$ cat src/rtl/barrel_shift_seq.sv
// barrel_shift_seq
//
// Iterative ARM operand-2 shifter feeding the ALU B input. One operand is
// accepted under a Start/Busy handshake and shifted one bit per clock, so a
// single 1-bit shift stage replaces a full 32-bit barrel network.
//
// Ports:
//   Clk             in   system clock, all state changes on the rising edge
//   Rst             in   synchronous active-high reset, wins over Start
//   Start           in   request, only looked at while Busy is low
//   Shift_Data      in   32-bit operand to shift (Rm)
//   Shift_Num       in   8-bit shift amount (Rs[7:0]), 0..255
//   SHIFT_OP        in   00 LSL, 01 LSR, 10 ASR, 11 ROR
//   CF              in   current carry flag, passed through for amount 0
//   Busy            out  operation in progress
//   Done            out  one-cycle pulse, result valid from this cycle on
//   Shift_Out       out  shifted result (ALU B operand)
//   Shift_Carry_Out out  shifter carry out
//
// Bit numbering note: the ARM reference numbers bits [32:1]; here the same
// bits are [31:0], so reference bit [32] is [31] and reference bit [1] is [0].

module barrel_shift_seq (
    input  logic        Clk,
    input  logic        Rst,
    input  logic        Start,
    input  logic [31:0] Shift_Data,
    input  logic [7:0]  Shift_Num,
    input  logic [1:0]  SHIFT_OP,
    input  logic        CF,
    output logic        Busy,
    output logic        Done,
    output logic [31:0] Shift_Out,
    output logic        Shift_Carry_Out
);

    localparam logic [0:0] IDLE  = 1'b0;
    localparam logic [0:0] SHIFT = 1'b1;

    localparam logic [1:0] OP_LSL = 2'b00;
    localparam logic [1:0] OP_LSR = 2'b01;
    localparam logic [1:0] OP_ASR = 2'b10;
    localparam logic [1:0] OP_ROR = 2'b11;

    logic [0:0]  state;
    logic [1:0]  op;
    logic [5:0]  count;
    logic [31:0] work;
    logic        work_carry;

    logic [5:0]  load_count;
    logic        load_carry;
    logic [31:0] step_work;
    logic        step_carry;

    assign Busy = (state == SHIFT);

    // Number of 1-bit steps for the accepted operation. Clamping LSL/LSR at
    // 33 and ASR at 32 lets the plain 1-bit stepping produce the ARM results
    // for amounts of 32 and above. ROR only uses the amount modulo 32; a
    // nonzero multiple of 32 rotates nothing but still reports bit 31 as the
    // carry, so that carry is preloaded here instead of coming from a step.
    always_comb begin
        load_count = 6'd0;
        load_carry = CF;
        if (Shift_Num != 8'd0) begin
            case (SHIFT_OP)
                OP_LSL, OP_LSR: load_count = (Shift_Num > 8'd33) ? 6'd33 : Shift_Num[5:0];
                OP_ASR:         load_count = (Shift_Num > 8'd32) ? 6'd32 : Shift_Num[5:0];
                default: begin
                    load_count = {1'b0, Shift_Num[4:0]};
                    if (Shift_Num[4:0] == 5'd0) begin
                        load_carry = Shift_Data[31];
                    end
                end
            endcase
        end
    end

    // One bit of shift on the working register; the carry is always the
    // bit that falls off the end.
    always_comb begin
        step_work  = work;
        step_carry = work_carry;
        case (op)
            OP_LSL: begin
                step_carry = work[31];
                step_work  = {work[30:0], 1'b0};
            end
            OP_LSR: begin
                step_carry = work[0];
                step_work  = {1'b0, work[31:1]};
            end
            OP_ASR: begin
                step_carry = work[0];
                step_work  = {work[31], work[31:1]};
            end
            default: begin
                step_carry = work[0];
                step_work  = {work[0], work[31:1]};
            end
        endcase
    end

    // Control and datapath. The visible outputs only change on the
    // completion edge, so the ALU always sees the last finished result.
    always_ff @(posedge Clk) begin
        if (Rst) begin
            state           <= IDLE;
            op              <= OP_LSL;
            count           <= 6'd0;
            work            <= 32'h0;
            work_carry      <= 1'b0;
            Done            <= 1'b0;
            Shift_Out       <= 32'h0;
            Shift_Carry_Out <= 1'b0;
        end else begin
            Done <= 1'b0;
            case (state)
                IDLE: begin
                    if (Start) begin
                        op         <= SHIFT_OP;
                        count      <= load_count;
                        work       <= Shift_Data;
                        work_carry <= load_carry;
                        state      <= SHIFT;
                    end
                end
                default: begin
                    if (count != 6'd0) begin
                        work       <= step_work;
                        work_carry <= step_carry;
                        count      <= count - 6'd1;
                    end else begin
                        Shift_Out       <= work;
                        Shift_Carry_Out <= work_carry;
                        Done            <= 1'b1;
                        state           <= IDLE;
                    end
                end
            endcase
        end
    end

endmodule

$ cat config.mk
export PLATFORM = sky130hd
export DESIGN_NAME = barrel_shift_seq
export DESIGN_NICKNAME = d
export VERILOG_FILES = /design/src/rtl/barrel_shift_seq.sv
export SDC_FILE = /design/constraint.sdc
export NUM_CORES = 1
export LEC_CHECK = 0
export CAP_MARGIN = 20
export CORE_UTILIZATION = 35
export CTS_BUF_LIST = sky130_fd_sc_hd__clkbuf_2 sky130_fd_sc_hd__clkbuf_4 sky130_fd_sc_hd__clkbuf_8
export CTS_CLUSTER_DIAMETER = 150
export DETAILED_ROUTE_END_ITERATION = 12
export GPL_TIMING_DRIVEN = 0
export PLACE_DENSITY = 0.71
export SLEW_MARGIN = 20
export SYNTH_ARGS = -nofsm -noshare
export SYNTH_HDL_FRONTEND = slang
export SYNTH_SLANG_ARGS = --single-unit
$ cat constraint.sdc
create_clock -name Clk -period 3.17 [get_ports Clk]
set_clock_uncertainty 0.15 [all_clocks]
set_input_delay 0.634 -clock Clk [delete_from_list [all_inputs] [get_ports Clk]]
set_output_delay 0.634 -clock Clk [all_outputs]
set_load 0.01 [all_outputs]
==> results_dict.tcl <==
set metrics [dict create \
    ys.flop_type "dfxtp_1" \
    antenna_found_initial 0 \
    power.density_nw_per_um2 527.6 \
    holdPathStages 2 \
    yosysWarnings 0 \
    fmax_mhz 424.6 \
    wl_per_cell_um 15.18 \
    ir_worst_vdd_uv 320.1 \
    required_ns 3.23 \
    slew_headroom_pct 46.01 \
    totalPowerFinal_w 0.002557 \
    r2r_cells 7 \
    syn_to_final_growth_pct 32.64 \
    crit_buf_inv 1 \
    dieArea_um2 10850 \
    setup_violations 0 \
    ff2ff_setup_slack_ns 1.17 \
    worstPathArrival_ns 2.42 \
    cts_setup_buffers 0 \
    p_seq_share_pct 43.6 \
    syn_inst 487 \
    gp_congestion 0.8845 \
    grt_start_max_net_pins 13 \
    netlist_area_um2 3654 \
    dr.pass1.iters 5 \
    hp-start "Shift_Out[15]" \
    min_period_ns 2.355 \
    finalSetupTns_ns 0 \
    initial_utilization_pct 36.70 \
    cts_max_path_buffers 2 \
    first_iter_violations 355 \
    drive_above_1_share_pct 7.904 \
    antenna_cells 0 \
    synth_top_area_share_pct 41.64 \
    core_area_um2 9955 \
    nets 625 \
    cts_made_buffers 9 \
    async_reset_ff_share_pct 0 \
    ys_seq_area_share_pct 41.64 \
    endpoint_kind "flip-flop" \
    drcViolationCount 0 \
    placed_cells 699 \
    path_delay_family "compound AO/OA/AOI/OAI gates" \
    place_hpwl_mm 7.816 \
    row_count 36 \
    cts_tree "yes" \
    reg2reg_from "count[0]" \
    portBuffers 79 \
    outcome "finished, final reports clean" \
    fill_cells 993 \
    fin_crit_sh_pct 74.29 \
    final_cell_area_um2 4846 \
    track_usage_pct 20.35 \
    p_leak_nw 1.644 \
    path_max_fanout 4 \
    finalWirelength_mm 10.85 \
    io_pins 81 \
    p_int_w 0.001803 \
    startpoint "Shift_Num[7]" \
    crit_chain "clkdlybuf4s50_1, o311ai_0, o31ai_1, o211ai_1, a221oi_2" \
    hold_path.class "flip-flop to flip-flop" \
    cp-start-kind "input port" \
    vias 3910 \
    synth-seq-cells 76 \
    swShare_pct 29.48 \
    critical_path.max_stage_delay_ns 0.74 \
    worst_pin_slew_ns 0.7996 \
    synth-edff-count 0 \
    cts_resized 0 \
    grt_first_pass_wirelength_mm 17.99 \
    fin_util_pct 48.68 \
    crit_type "input port to flip-flop" \
    synth_cell_types 44 \
    yosysTopAreaCell "dfxtp_1" \
    h-tree-depth 3 \
    rsz0062_at_grt "no" \
    fp.dieH_um 104.2 \
    cp_slowest_cell "o311ai_0" \
    clock_latency_ns 0.35 \
    ctsHoldBuffers 0 \
    syn_avg_cell_area_um2 7.502 \
    synthTopCellsByArea "dfxtp_1, nand2_1, a21oi_1" \
    root_buffer "clkbuf_8" \
    clk_pin_slew_ns 0.08 \
    power_frac_comb_pct 22.9 \
    placed_area_um2 4611 \
    grt_pass1_vias 3767 \
    reg2reg_to "work[0]" \
    cts_sinks 76 \
    drv_cap 0 \
    ant_nets 0 \
    whs_endpoint "Shift_Out[15]" \
    pwr-share-clk_pct 33.5 \
    grt-ovfl-total 0 \
    synth_fp_nets 535 \
    maxSlewViolCount 0 \
    finalHoldViolCount 0 \
    stdcell_count 715 \
    power.switching_w 0.0007536 \
    viasPerCell 5.469 \
    die_w_um 104.2 \
]
## metrics by stage
stage                     hold slack (ns)  worst slack, ns
final                              0.3072           0.8149
after CTS                          0.3099           0.8530
after floorplan                    0.2823            1.192
after detailed placement           0.2996           0.4849
after global routing               0.3300           0.7182
after global placement             0.2940           0.5363
## metal layers
| metal | vias to the layer above | global-route usage [%] | part of all wire (%) | wire length [µm] |
|---|---|---|---|---|
| met3 | 23 | 4.010 | 7.2 | 776 |
| met1 | 1816 | 25.85 | 43 | 4682 |
| met2 | 197 | 33.67 | 48 | 5183 |
| li1 | 1874 | - | - | - |
| met4 | 0 | 8.265 | 1.9 | 209 |
| met5 | - | 0 | 0 | 0 |
## tightest hold or removal path, delay by kind of cell (launching register included)
kind | cells | cell delay [ns]
AND/OR/NAND/NOR | 1 | 0.05
AO/OA/AOI/OAI | 1 | 0.05
flip-flops | 1 | 0.31
## cells in the final DEF (no fill, tap or decap), types with 3 or more instances in the layout
cell type	Yosys	final
nor2b_1	4	4
clkbuf_8	0	12
buf_2	12	12
nand3_1	3	3
a21oi_1	74	74
clkdlybuf4s50_1	0	79
nand2_1	135	135
dfxtp_1	76	76
inv_1	7	7
buf_4	6	6
clkbuf_1	21	21
nor2_1	38	38
nor3b_1	3	3
nor3_1	6	6
a311o_1	30	30
o21ai_0	32	32
## synthesized netlist by cell type (all sizes together) (2+ instances only)
library cell	count
mux2i	2
nor2	39
clkbuf	21
nand2b	2
ha	2
a311o	30
nor2b	4
nor3	6
buf	20
o211ai	2
a21oi	74
o21ai	33
a31oi	2
xor2	2
nand2	135
dfxtp	76
nand3	3
a311oi	2
o21a	2
nor3b	3
inv	7
o221a	2
a211oi	2
or2	3
## how the worst max path moves through the flow
stage | endpoint | slack (ns) | cells past startpoint
final | count[1] | 0.81 | 5
after detailed placement | count[1] | 0.48 | 5
after global routing | count[1] | 0.72 | 5
after global placement | work_carry | 0.54 | 5
after CTS | count[1] | 0.85 | 5
after floorplan | count[1] | 1.19 | 4
## area by class of cell
type                            count  area (µm²)  area share (%)
Multi-Input combinational cell    363        1907           39.35
Sequential cell                    76        1521           31.40
Timing Repair Buffer               79       790.8           16.32
Buffer                             41       198.9           4.105
Tap cell                          133       166.4           3.434
Clock buffer                       12       165.2           3.408
Clock inverter                      4       70.07           1.446
Inverter                            7       26.28          0.5422
## sequential cells by signal, indices dropped and copies added, names as in the netlist
| register | flops |
|---|---|
| op | 2 |
| Busy | 1 |
| count | 6 |
| Shift_Out | 32 |
| work | 32 |
| Done | 1 |
| work_carry | 1 |
| Shift_Carry_Out | 1 |
## power by group through the flow
stage / Clock, W / Sequential (W) / Combinational (W)
2_1_floorplan: 0 / 0.00112 / 0.000375
3_3_place_gp: 0 / 0.00113 / 0.000561
3_5_place_dp: 0 / 0.00113 / 0.000577
4_1_cts: 0.000872 / 0.00111 / 0.000581
5_1_grt: 0.000911 / 0.00112 / 0.000643
6_report: 0.000857 / 0.00111 / 0.000586
## logic make-up after synthesis
logic type | count (synthesis) | share of synthesized area [%]
flip-flops | 76 | 41.64
AND/OR/NAND/NOR | 200 | 22.57
buffers and inverters | 48 | 6.164
XOR/XNOR | 3 | 0.7193
AO/OA/AOI/OAI | 156 | 27.67
multiplexers | 2 | 0.5480
adder cells (fa/ha/maj) | 2 | 0.6848
(Power assumes the default switching activity.)
